### src/rtl/uart_rx.sv
// uart_rx: 8N1 UART receiver driven by an 8x-baud sample tick, with RDRF-style holding register.
//   sys_clk      in   system clock
//   rst          in   asynchronous active-high reset
//   bclkx8       in   oversample clock from the baud generator; each rising edge is one tick
//   rxd          in   serial line, idle high, asynchronous to sys_clk
//   rd_ack       in   one-cycle pulse: host has consumed rx_data
//   rx_data      out  last received byte
//   rx_valid     out  receive register full
//   frame_err    out  stop bit of the byte in rx_data was sampled low
//   overrun_err  out  sticky: a completed byte was dropped because rx_valid was still set
//   busy         out  receiver is inside a frame (state != IDLE)
module uart_rx #(
   parameter int DATA_BITS   = 8,
   parameter int OVERSAMPLE  = 8,
   parameter int SYNC_STAGES = 2
) (
   input  logic                 sys_clk,
   input  logic                 rst,
   input  logic                 bclkx8,
   input  logic                 rxd,
   input  logic                 rd_ack,
   output logic [DATA_BITS-1:0] rx_data,
   output logic                 rx_valid,
   output logic                 frame_err,
   output logic                 overrun_err,
   output logic                 busy
);
   localparam int TW = $clog2(OVERSAMPLE);
   localparam int BW = $clog2(DATA_BITS + 1);
   localparam logic [TW-1:0] HALF = TW'(OVERSAMPLE / 2);
   localparam logic [TW-1:0] LAST = TW'(OVERSAMPLE - 1);
   localparam logic [BW-1:0] BLAST = BW'(DATA_BITS - 1);
   typedef enum logic [2:0] {IDLE, START, DATA, STOP, BRK} state_t;
   state_t                 state_q;
   logic [SYNC_STAGES-1:0] sync_q;
   logic                   bclk_q;
   logic [TW-1:0]          tcnt_q;
   logic [BW-1:0]          bcnt_q;
   logic [DATA_BITS-1:0]   shreg_q;
   logic [DATA_BITS-1:0]   rx_data_q;
   logic                   rx_valid_q;
   logic                   frame_err_q;
   logic                   overrun_q;
   logic                   rxd_s;
   logic                   tick;
   logic                   done;
   assign rxd_s = sync_q[SYNC_STAGES-1];
   assign tick  = bclkx8 & ~bclk_q;
   // the frame completes on the same edge that samples the stop bit
   assign done  = (state_q == STOP) && tick && (tcnt_q == LAST);
   always_ff @(posedge sys_clk or posedge rst) begin
      if (rst) begin
         state_q     <= IDLE;
         sync_q      <= '1;
         bclk_q      <= 1'b0;
         tcnt_q      <= '0;
         bcnt_q      <= '0;
         shreg_q     <= '0;
         rx_data_q   <= '0;
         rx_valid_q  <= 1'b0;
         frame_err_q <= 1'b0;
         overrun_q   <= 1'b0;
      end else begin
         sync_q <= {sync_q[SYNC_STAGES-2:0], rxd};
         bclk_q <= bclkx8;
         case (state_q)
            IDLE: if (tick && !rxd_s) begin
               state_q <= START;
               tcnt_q  <= TW'(1);
            end
            START: if (tick) begin
               if (tcnt_q == HALF) begin
                  state_q <= rxd_s ? IDLE : DATA;
                  tcnt_q  <= '0;
                  bcnt_q  <= '0;
               end else
                  tcnt_q <= tcnt_q + 1'b1;
            end
            DATA: if (tick) begin
               tcnt_q <= tcnt_q + 1'b1;
               if (tcnt_q == LAST) begin
                  shreg_q <= {rxd_s, shreg_q[DATA_BITS-1:1]};
                  bcnt_q  <= bcnt_q + 1'b1;
                  if (bcnt_q == BLAST) state_q <= STOP;
               end
            end
            STOP: if (tick) begin
               tcnt_q <= tcnt_q + 1'b1;
               if (tcnt_q == LAST) state_q <= rxd_s ? IDLE : BRK;
            end
            // a line held low after a bad stop bit must not start another frame
            BRK: if (rxd_s) state_q <= IDLE;
            default: state_q <= IDLE;
         endcase
         if (done) begin
            if (rd_ack || !rx_valid_q) begin
               rx_data_q   <= shreg_q;
               rx_valid_q  <= 1'b1;
               frame_err_q <= ~rxd_s;
               overrun_q   <= overrun_q & ~rd_ack;
            end else
               overrun_q <= 1'b1;
         end else if (rd_ack && rx_valid_q) begin
            rx_valid_q <= 1'b0;
            overrun_q  <= 1'b0;
         end
      end
   end
   assign rx_data     = rx_data_q;
   assign rx_valid    = rx_valid_q;
   assign frame_err   = frame_err_q;
   assign overrun_err = overrun_q;
   assign busy        = state_q != IDLE;
endmodule

### config.mk
export PLATFORM = sky130hd
export DESIGN_NAME = uart_rx
export DESIGN_NICKNAME = d
export VERILOG_FILES = /design/src/rtl/uart_rx.sv
export SDC_FILE = /design/constraint.sdc
export NUM_CORES = 1
export LEC_CHECK = 0
export BUFFER_PORTS_ARGS = -buffer_cell sky130_fd_sc_hd__buf_2
export CORE_MARGIN = 2
export CORE_UTILIZATION = 61
export CTS_CLUSTER_DIAMETER = 50
export DETAILED_ROUTE_END_ITERATION = 10
export PLACE_DENSITY = 0.89
export SYNTH_ARGS = -nofsm -noshare
export SYNTH_HDL_FRONTEND = slang
export SYNTH_SLANG_ARGS = --single-unit
### constraint.sdc
create_clock -name sys_clk -period 4 [get_ports sys_clk]
set_input_delay 0.8 -clock sys_clk [delete_from_list [all_inputs] [get_ports sys_clk]]
set_output_delay 0.8 -clock sys_clk [all_outputs]
set_load 0.05 [all_outputs]
==> run metrics <==
DP Wirelength=1940 um; Worst setup EP type=flip-flop; post-CTS setup repair buffer count=0; cell chain of the critical path=ha_1, ha_1, nand4b_1, nor3b_2, mux2_4; number of DRC violations after detailed-routing iteration 0=13; buffer cell driving the clock tree root=clkbuf_4; hold buffer count at cts=0; data required time at the worst endpoint=~4.2 ns; final wirelength=2740 um; Final nets=roughly 150; run status=finished, final reports clean; worst slew margin relative to its limit=between 30 and 40%; instance count along the most critical hold path=0; placed cell area=~1600 um2; final core occ=between 60% and 70%; register-to-register setup slack=around 1.7 ns; pin count of the biggest net entering global routing=33; Fin. Hold Viols=0; H-Tree Level Count=2; initial cell density of the core=62.9%; most frequent cell on the critical path=ha_1; share of post-route cells with drive strength above 1=35.8%; first-pass GRT wire length=around 4400 um; cell area after layout=about 1700 um2; number of remaining DRC errors=0; largest family of logic cells by synthesized area=multiplexers; unrepaired setup endpoints after global routing=false; parity-gate share of the synthesized area counting xor and xnor cells=0%; number of global-route vias before repair=968; Worst Hold Endpoint=sync_q[1]; post-route setup TNS=0 ns; Routed wire per std cell=approximately 16 um; Die Area=between 2000 and 3000 um2; worst voltage drop across the vdd grid=between 300 and 400 uV; Leakage=between 0.8 and 0.9 nW; critical setup path kind=flip-flop to flip-flop; FF+latch count, synth=32; Max Clock Skew=0.0136 ns; final number of max-transition violations=0; number of standard cells after synthesis=~120; signal arrival time at the worst endpoint=2.52 ns; FF-to-FF path depth=5; width of the chip=approximately 54 um; count of flip-flops with a built-in enable after synthesis=0; total power per unit cell area=roughly 480 nW/um2; combined area of all synthesized cells=between 1500 and 2000 um2; Slowest cell on crit path=nor3b_2; start of the worst register-to-register path=tcnt_q[0]; startpoint types=flip-flop; Rows=18; post-synthesis adder-cell area fraction=3.30%; Die H=around 54 um; max-cap viol count=0; classification of the worst-slack hold path=flip-flop to flip-flop; minimum clock period after layout=2.31 ns; insertion delay to the later sink of the worst-skew pair=between 0.3 and 0.4 ns; start point of the worst min-delay path=sync_q[0]; initial antenna violation count=0; Top delay family on crit path=simple AND/OR/NAND/NOR gates; sum of met3 wire segment lengths after detailed routing=127 um; average footprint of a synthesized cell=around 13 um2; Sink Count=32; post-detailed-route via-to-cell ratio=approximately 6.0; Peak Freq=between 400 and 500 MHz; io pins=17; wire length the detailed router placed on met1=1150 um; net count of the mapped netlist=approximately 130; uppermost layer routed=met4; clock transition at the registers of the reported paths=about 0.090 ns; register area share after synthesis=between 50% and 60%; unique cell type count in the Yosys netlist=38; asr flop ratio synth=between 90% and 100%; count of TritonRoute iterations in the first routing pass=4; floorplan core area=2410 um2; n_diodes=0; top fanout value on the critical path=10; total of endpoints with negative setup slack in the final report=0; count of buffers inserted at the top-level ports=16; portion of netlist area occupied by mux cells=between 10% and 20%; critical path buffer and inverter count=0; overall global routing resource usage=22.6%; area delta synth->final=10.8%; capture instance of the worst register-to-register path=rx_data[0]; maximum clock path buffer count=2; vias after detailed routing=1002; YS warnings=0; primary flip-flop cell chosen by synthesis mapping=dfrtp_1; complex-gate fraction of the synthesized area=10.4%; CTS tree=done; FILL cells=178; Gates resized, CTS repair=0; CP max stage delay=roughly 0.8 ns; clock buffers created by TritonCTS=5; residual antenna-violating net count after detailed routing=0; Congestion Overflow GR=0; placer's final routability congestion estimate=just under 0.9; met2 WL post-DR=1420 um; simple-gate share of the synthesized area=between 10% and 20%; fin crit share=~58%; Slew @ Worst Pin=roughly 0.95 ns
-- Yosys cell counts, types with 2 or more instances --
| master | number | area [um2] |
|---|---|---|
| ha_1 | 4 | 50.1 |
| a22o_1 | 3 | 26.3 |
| inv_1 | 5 | 18.8 |
| nor2_1 | 4 | 15.0 |
| nand2_1 | 7 | 26.3 |
| dfrtp_1 | 30 | 751 |
| nand4b_1 | 3 | 26.3 |
| buf_4 | 2 | 15.0 |
| nor2b_1 | 2 | 12.5 |
| o2bb2ai_1 | 2 | 17.5 |
| buf_6 | 2 | 22.5 |
| and3b_1 | 2 | 17.5 |
| nand2b_1 | 2 | 12.5 |
| dfstp_2 | 2 | 52.6 |
| mux2_4 | 14 | 210 |
| mux2_2 | 3 | 33.8 |
| o21ai_0 | 4 | 20.0 |
| a21oi_1 | 5 | 25.0 |
-- sequential cells by signal, summed over array words and instances (netlist names) --
register     count
rx_valid         1
sync_q           2
shreg_q          8
bcnt_q           4
rx_data          8
state_q          3
overrun_err      1
frame_err        1
bclk_q           1
tcnt_q           3
-- how the worst max path moves through the flow --
| stage | from | end | cells after the start |
|---|---|---|---|
| floorplan | bclkx8 | shreg_q[0] | 4 |
| global placement | bclkx8 | rx_data[2] | 4 |
| detailed placement | bclkx8 | rx_data[0] | 4 |
| CTS | tcnt_q[0] | rx_data[0] | 5 |
| global route | tcnt_q[0] | rx_data[0] | 5 |
| finish | tcnt_q[0] | rx_data[0] | 5 |
-- power breakdown --
part | leakage (nW) | total, W | internal (W) | switching [W]
registers | 0.424 | 0.000410 | 0.000355 | 0.0000557
logic | 0.358 | 0.000158 | 0.0000660 | 0.0000916
clock network | 0.0422 | 0.000235 | 0.000131 | 0.000104
-- metal layers --
metal  global-route usage (%)  vias up
met3                     8.33        4
met2                     37.0       29
li1                         -      461
met5                        0        -
met4                     8.97        0
met1                     26.9      508
-- through the flow --
stage	power [W]	std cells	hold WS [ns]	setup slack, ns
floorplan	0.000540	116	0.345	2.25
global placement	0.000561	159	0.348	1.69
detailed placement	0.000572	159	0.349	1.61
CTS	0.000812	167	0.362	1.73
global route	0.000852	167	0.364	1.54
finish	0.000803	167	0.361	1.69
-- cell type report --
type                       instances  area (um2)  area share [%]
sequential                        32         803            47.8
tap                               30        37.5            2.24
clock buffer                       6        41.3            2.46
inverter                           6        22.5            1.34
multi-input combinational         74         652            38.8
timing repair buffer              17        87.6            5.22
clock inverter                     2        35.0            2.09
-- cells by family after synthesis --
group | count (synthesis)
buf+inv | 10
fa+ha+maj | 4
flops | 32
mux | 18
simple gates | 30
compound gates | 22
-- layout by cell type, fill, tap and decap left out, drive strengths merged, types with 4 or more instances in the layout --
cell type | netlist | routed
o21ai | 5 | 5
inv | 6 | 6
a21oi | 5 | 5
buf | 4 | 17
clkbuf | 0 | 6
ha | 4 | 4
mux2 | 17 | 17
nand2 | 7 | 7
nor2 | 5 | 5
dfrtp | 30 | 30
Note: power is estimated with default switching activity, not from simulation.
